### src/rtl/gcd_seq_engine.sv
// Multi-cycle subtractive Euclidean GCD engine with valid/ready on both sides.
// Optional iteration counter port out_iter enabled by defining GCD_ITER_CNT_EN.
module gcd_seq_engine #(
    parameter int WIDTH = 8
) (
    input  logic             clk,
    input  logic             rst_n,
    input  logic             in_valid,
    output logic             in_ready,
    input  logic [WIDTH-1:0] in_a,
    input  logic [WIDTH-1:0] in_b,
    output logic             out_valid,
    input  logic             out_ready,
    output logic [WIDTH-1:0] out_gcd
`ifdef GCD_ITER_CNT_EN
    ,
    output logic [WIDTH-1:0] out_iter
`endif
);

    typedef enum logic [1:0] {
        IDLE,
        CALC,
        DONE
    } state_t;

    state_t           state;
    logic [WIDTH-1:0] a;
    logic [WIDTH-1:0] b;

    // Acceptance is purely a decode of the registered state
    assign in_ready = (state == IDLE);

    // Job FSM: capture operands, one subtract per clock, hold result until taken
    always_ff @(posedge clk or negedge rst_n) begin
        if (!rst_n) begin
            state     <= IDLE;
            a         <= '0;
            b         <= '0;
            out_valid <= 1'b0;
            out_gcd   <= '0;
        end else begin
            unique case (state)
                IDLE: begin
                    if (in_valid) begin
                        a     <= in_a;
                        b     <= in_b;
                        state <= CALC;
                    end
                end
                CALC: begin
                    if (a == '0) begin
                        out_gcd   <= b;
                        out_valid <= 1'b1;
                        state     <= DONE;
                    end else if (b == '0) begin
                        out_gcd   <= a;
                        out_valid <= 1'b1;
                        state     <= DONE;
                    end else if (a == b) begin
                        out_gcd   <= a;
                        out_valid <= 1'b1;
                        state     <= DONE;
                    end else if (a > b) begin
                        a <= a - b;
                    end else begin
                        b <= b - a;
                    end
                end
                DONE: begin
                    if (out_ready) begin
                        out_valid <= 1'b0;
                        state     <= IDLE;
                    end
                end
                default: begin
                    state     <= IDLE;
                    out_valid <= 1'b0;
                end
            endcase
        end
    end

`ifdef GCD_ITER_CNT_EN
    localparam logic [WIDTH-1:0] ONE = 1;

    logic [WIDTH-1:0] iter;

    assign out_iter = iter;

    // Count subtract cycles of the current job; cleared when a job is accepted
    always_ff @(posedge clk or negedge rst_n) begin
        if (!rst_n) begin
            iter <= '0;
        end else if (state == IDLE && in_valid) begin
            iter <= '0;
        end else if (state == CALC && a != '0 && b != '0 && a != b) begin
            iter <= iter + ONE;
        end
    end
`endif

endmodule

### config.mk
export PLATFORM = sky130hd
export DESIGN_NAME = gcd_seq_engine
export DESIGN_NICKNAME = d
export VERILOG_FILES = /design/src/rtl/gcd_seq_engine.sv
export SDC_FILE = /design/constraint.sdc
export NUM_CORES = 1
export LEC_CHECK = 0
export CORE_UTILIZATION = 43
export CTS_CLUSTER_DIAMETER = 40
export CTS_CLUSTER_SIZE = 24
export DETAILED_ROUTE_END_ITERATION = 10
export PLACE_DENSITY = 0.73
export SLEW_MARGIN = 20
export SYNTH_ARGS = -nofsm -noshare
export SYNTH_HDL_FRONTEND = slang
export SYNTH_SLANG_ARGS = --single-unit
### constraint.sdc
create_clock -name clk -period 2.6 [get_ports clk]
set_input_delay 0.78 -clock clk [delete_from_list [all_inputs] [get_ports clk]]
set_output_delay 0.78 -clock clk [all_outputs]
set_load 0.01 [all_outputs]
==> impl_metrics.yaml <==
placed_design:
  postPlaceCellArea_sq_um: 2611
  port_buffers: 29
  dpl.cell_count: 352
  place.gp.congestion: 0.9274
  hpwl_um: 4701
final_layout:
  multiInputGateArea_sq_um: 1343
  drive_gt1_frac: 0.1280
  final_cells: 356
  nets: 327
  diodes: 0
  regArea_sq_um: 675.6
  syn_to_final_growth_pct: 23.46
  final_area_sq_um: 2660
  final_util: 0.5558
  nFillCells: 435
sta:
  finalHoldViolations: 0
  maxSlewHeadroom: 0.6076
  slew_viol_final: 0
  setup_tns_ns: 0
  finalSetupViolations: 0
  fin_crit_ns: 2.407
  skew_ns: 0.01014
  max_freq_mhz: 415.5
  tightest_slew_ns: 0.5842
  period_share: 0.9257
  rsz0062_at_grt: "false"
setup_path:
  critPathTopFamily: "simple AND/OR/NAND/NOR gates"
  max_stage_delay_ns: 0.52
  worstReg2RegEnd: "a[7]$_DFFE_PN0P_"
  crit_path_start_kind: "flop"
  crit_path_cell_trace: "inv_1, ha_1, fa_1, nand2b_1, a21oi_2, a221oi_4, or4b_1, o221a_2"
  regToRegSetupSlack_ns: 0.19
  r2r_cells: 8
  end_kind: "flop"
  crit_type: "flop to flop"
  critical-path-slowest-cell: "or4b_1"
  cp.required_ns: 2.78
  cp_num_buf_inv: 1
  regToRegStartpoint: "a[0]$_DFFE_PN0P_"
  crit_path_max_fanout: 4
  worst_ep_arrival_time_ns: 2.59
logic_synthesis:
  synth_top_area_share: 0.3136
  synth.area.top_cells: "dfrtp_1, ha_1, a21oi_1"
  yosys_register_bits: 27
  ys_async_sr_fraction: 1.000
  ys_types: 54
  syn_area_sq_um: 2155
  ys_seq_area_frac: 0.3136
  yosysWarnings: 0
  syn_avg_cell_area_sq_um: 8.618
  synth_ff_type: "dfrtp_1"
  synth_top_area_cell: "dfrtp_1"
  synth_nets: 287
  synth_edf_count: 0
  syn_inst: 250
die:
  die_area_sq_um: 5298
  pin_count: 30
  num_rows: 25
  core_area_sq_um: 4786
  die_w_um: 72.79
  start_util: 0.4502
  fp.dieH_um: 72.79
drt:
  num_vias: 2021
  drc_errors: 0
  drt-total-wl_um: 5857
  routedWlPerCell_um: 16.45
  initialDrtViolationCount: 137
  final_antenna_net_count: 0
  dr.pass1.iters: 4
  via_per_inst: 5.677
grt:
  first_global_vias: 1913
  overflow: 0
  antenna_found_initial: 0
  grt_first_pass_wirelength_um: 9556
  use_met3: 0.03177
  grt-busiest-layer: "met2"
  grt_max_degree: 28
  grt_use_met1: 0.3316
  grt_use_total: 0.2372
  grtUsageMet2: 0.3811
clock_tree:
  cts.htree.levels: 1
  cts_buffers: 3
  clockBufferDepth: 2
  cts_tree: "built"
  cts-root-buf: "clkbuf_8"
  clkSinkCount: 27
  clk_transition_reported_paths_ns: 0.10
  cts_setup_buffers: 0
  clk_latency_ns: 0.28
min_path:
  hold_path_end: "out_gcd[3]$_DFFE_PN0P_"
  min_path_cells: 2
  hp-class: "flop to flop"
  min_from: "out_gcd[3]$_DFFE_PN0P_"
status:
  status: "complete, no violations"
flow_run:
  maxCapViolCount: 0
-- worst reg2reg max path: stages (launching register included) --
cell and delay (ns):
dfrtp_1 0.40, inv_1 0.08, ha_1 0.23, fa_1 0.40, nand2b_1 0.19, a21oi_2 0.24, a221oi_4 0.12, or4b_1 0.52
o221a_2 0.13
-- cell usage after synthesis (2+ instances only) --
cell type / number
a211oi_1: 4
xnor2_1: 3
o221a_2: 5
dfrtp_1: 27
or2_2: 3
o211ai_1: 3
a21oi_1: 30
nor3_1: 2
inv_1: 20
nor3b_1: 2
nand4_1: 5
a31oi_1: 2
nand2b_1: 7
a21o_1: 3
a311oi_1: 2
ha_1: 15
nor2b_1: 2
xor2_1: 3
mux2i_1: 5
nand2_1: 18
fa_1: 2
buf_2: 7
clkbuf_1: 3
nor4_1: 7
and2_1: 3
o21ai_0: 6
o32ai_1: 3
nor2_1: 24
a221oi_1: 4
nand3_1: 6
-- registers in the layout, indices dropped and copies added, names as in the netlist --
register and cells:
b 8, state 2, out_gcd 8, a 8, out_valid 1
-- how the worst max path moves through the flow --
stage	start	to	slack, ns	cells past startpoint
6_report	a[0]$_DFFE_PN0P_	a[7]$_DFFE_PN0P_	0.19	8
5_1_grt	a[0]$_DFFE_PN0P_	a[6]$_DFFE_PN0P_	0.05	9
3_3_place_gp	a[0]$_DFFE_PN0P_	a[7]$_DFFE_PN0P_	0.19	8
3_5_place_dp	a[0]$_DFFE_PN0P_	a[7]$_DFFE_PN0P_	0.11	8
4_1_cts	a[0]$_DFFE_PN0P_	a[7]$_DFFE_PN0P_	0.1	8
2_1_floorplan	a[0]$_DFFE_PN0P_	a[7]$_DFFE_PN0P_	0.23	8
-- layer usage --
| metal | up-vias | part of all wire | wire (um) |
|---|---|---|---|
| met5 | - | 0 | 0 |
| met2 | 67 | 0.47 | 2762 |
| met3 | 12 | 0.051 | 299 |
| met4 | 0 | 0.020 | 115 |
| li1 | 988 | - | - |
| met1 | 954 | 0.46 | 2678 |
-- stage by stage --
step           hold WS (ns)  worst slack [ns]
2_1_floorplan        0.4816            0.2314
4_1_cts              0.5498           0.09731
3_3_place_gp         0.5007            0.1880
3_5_place_dp         0.5279            0.1096
5_1_grt              0.5664           0.05147
6_report             0.5363            0.1933
-- final cells by class --
cell class / count / area share
multi-input combinational: 191 / 0.5047
clock buffer: 4 / 0.01693
sequential: 27 / 0.2540
inverter: 20 / 0.02822
timing repair buffer: 47 / 0.1646
tap: 67 / 0.03151
-- cells in the final DEF (no fill, tap or decap), types with 2 or more instances in the layout --
master | synthesis | final
nor4_1 | 7 | 7
o211ai_1 | 3 | 3
o221a_2 | 5 | 5
ha_1 | 15 | 15
fa_1 | 2 | 2
xnor2_1 | 3 | 3
mux2i_1 | 5 | 5
a21oi_1 | 30 | 29
and2_1 | 3 | 3
a21o_1 | 3 | 3
nand4_1 | 5 | 5
nand3_1 | 6 | 6
a211oi_1 | 4 | 4
nor2_1 | 24 | 24
dfrtp_1 | 27 | 27
o32ai_1 | 3 | 3
xor2_1 | 3 | 3
buf_4 | 1 | 17
o21ai_0 | 6 | 6
nand2_1 | 18 | 18
nor2b_1 | 2 | 2
clkdlybuf4s50_1 | 0 | 29
or2_2 | 3 | 3
nor3b_1 | 2 | 2
a221oi_1 | 4 | 4
nand2b_1 | 7 | 7
nor3_1 | 2 | 2
inv_1 | 20 | 20
a311oi_1 | 2 | 2
a31oi_1 | 2 | 2
clkbuf_8 | 0 | 3
-- repair_timing --
| item | CTS | global route |
|---|---|---|
| hold endpoints to repair | 0 | 0 |
| endpoints found under the setup margin | 0 | 6 |
| hold buffers | 0 | 0 |
| gates resized for setup | 0 | 1 |
-- kinds of logic after synthesis --
family	synth area share
and+or+nand+nor	0.2195
xor gates and xnor gates	0.02439
muxes	0.02846
DFF	0.3136
buffers and inverters	0.06504
AOI/OAI and AO/OA	0.2433
adders and majority gates	0.1057
Power is left out: the tool's default activity adds up to more than one toggle a clock period on the data nets, which glitch-free logic cannot reach.
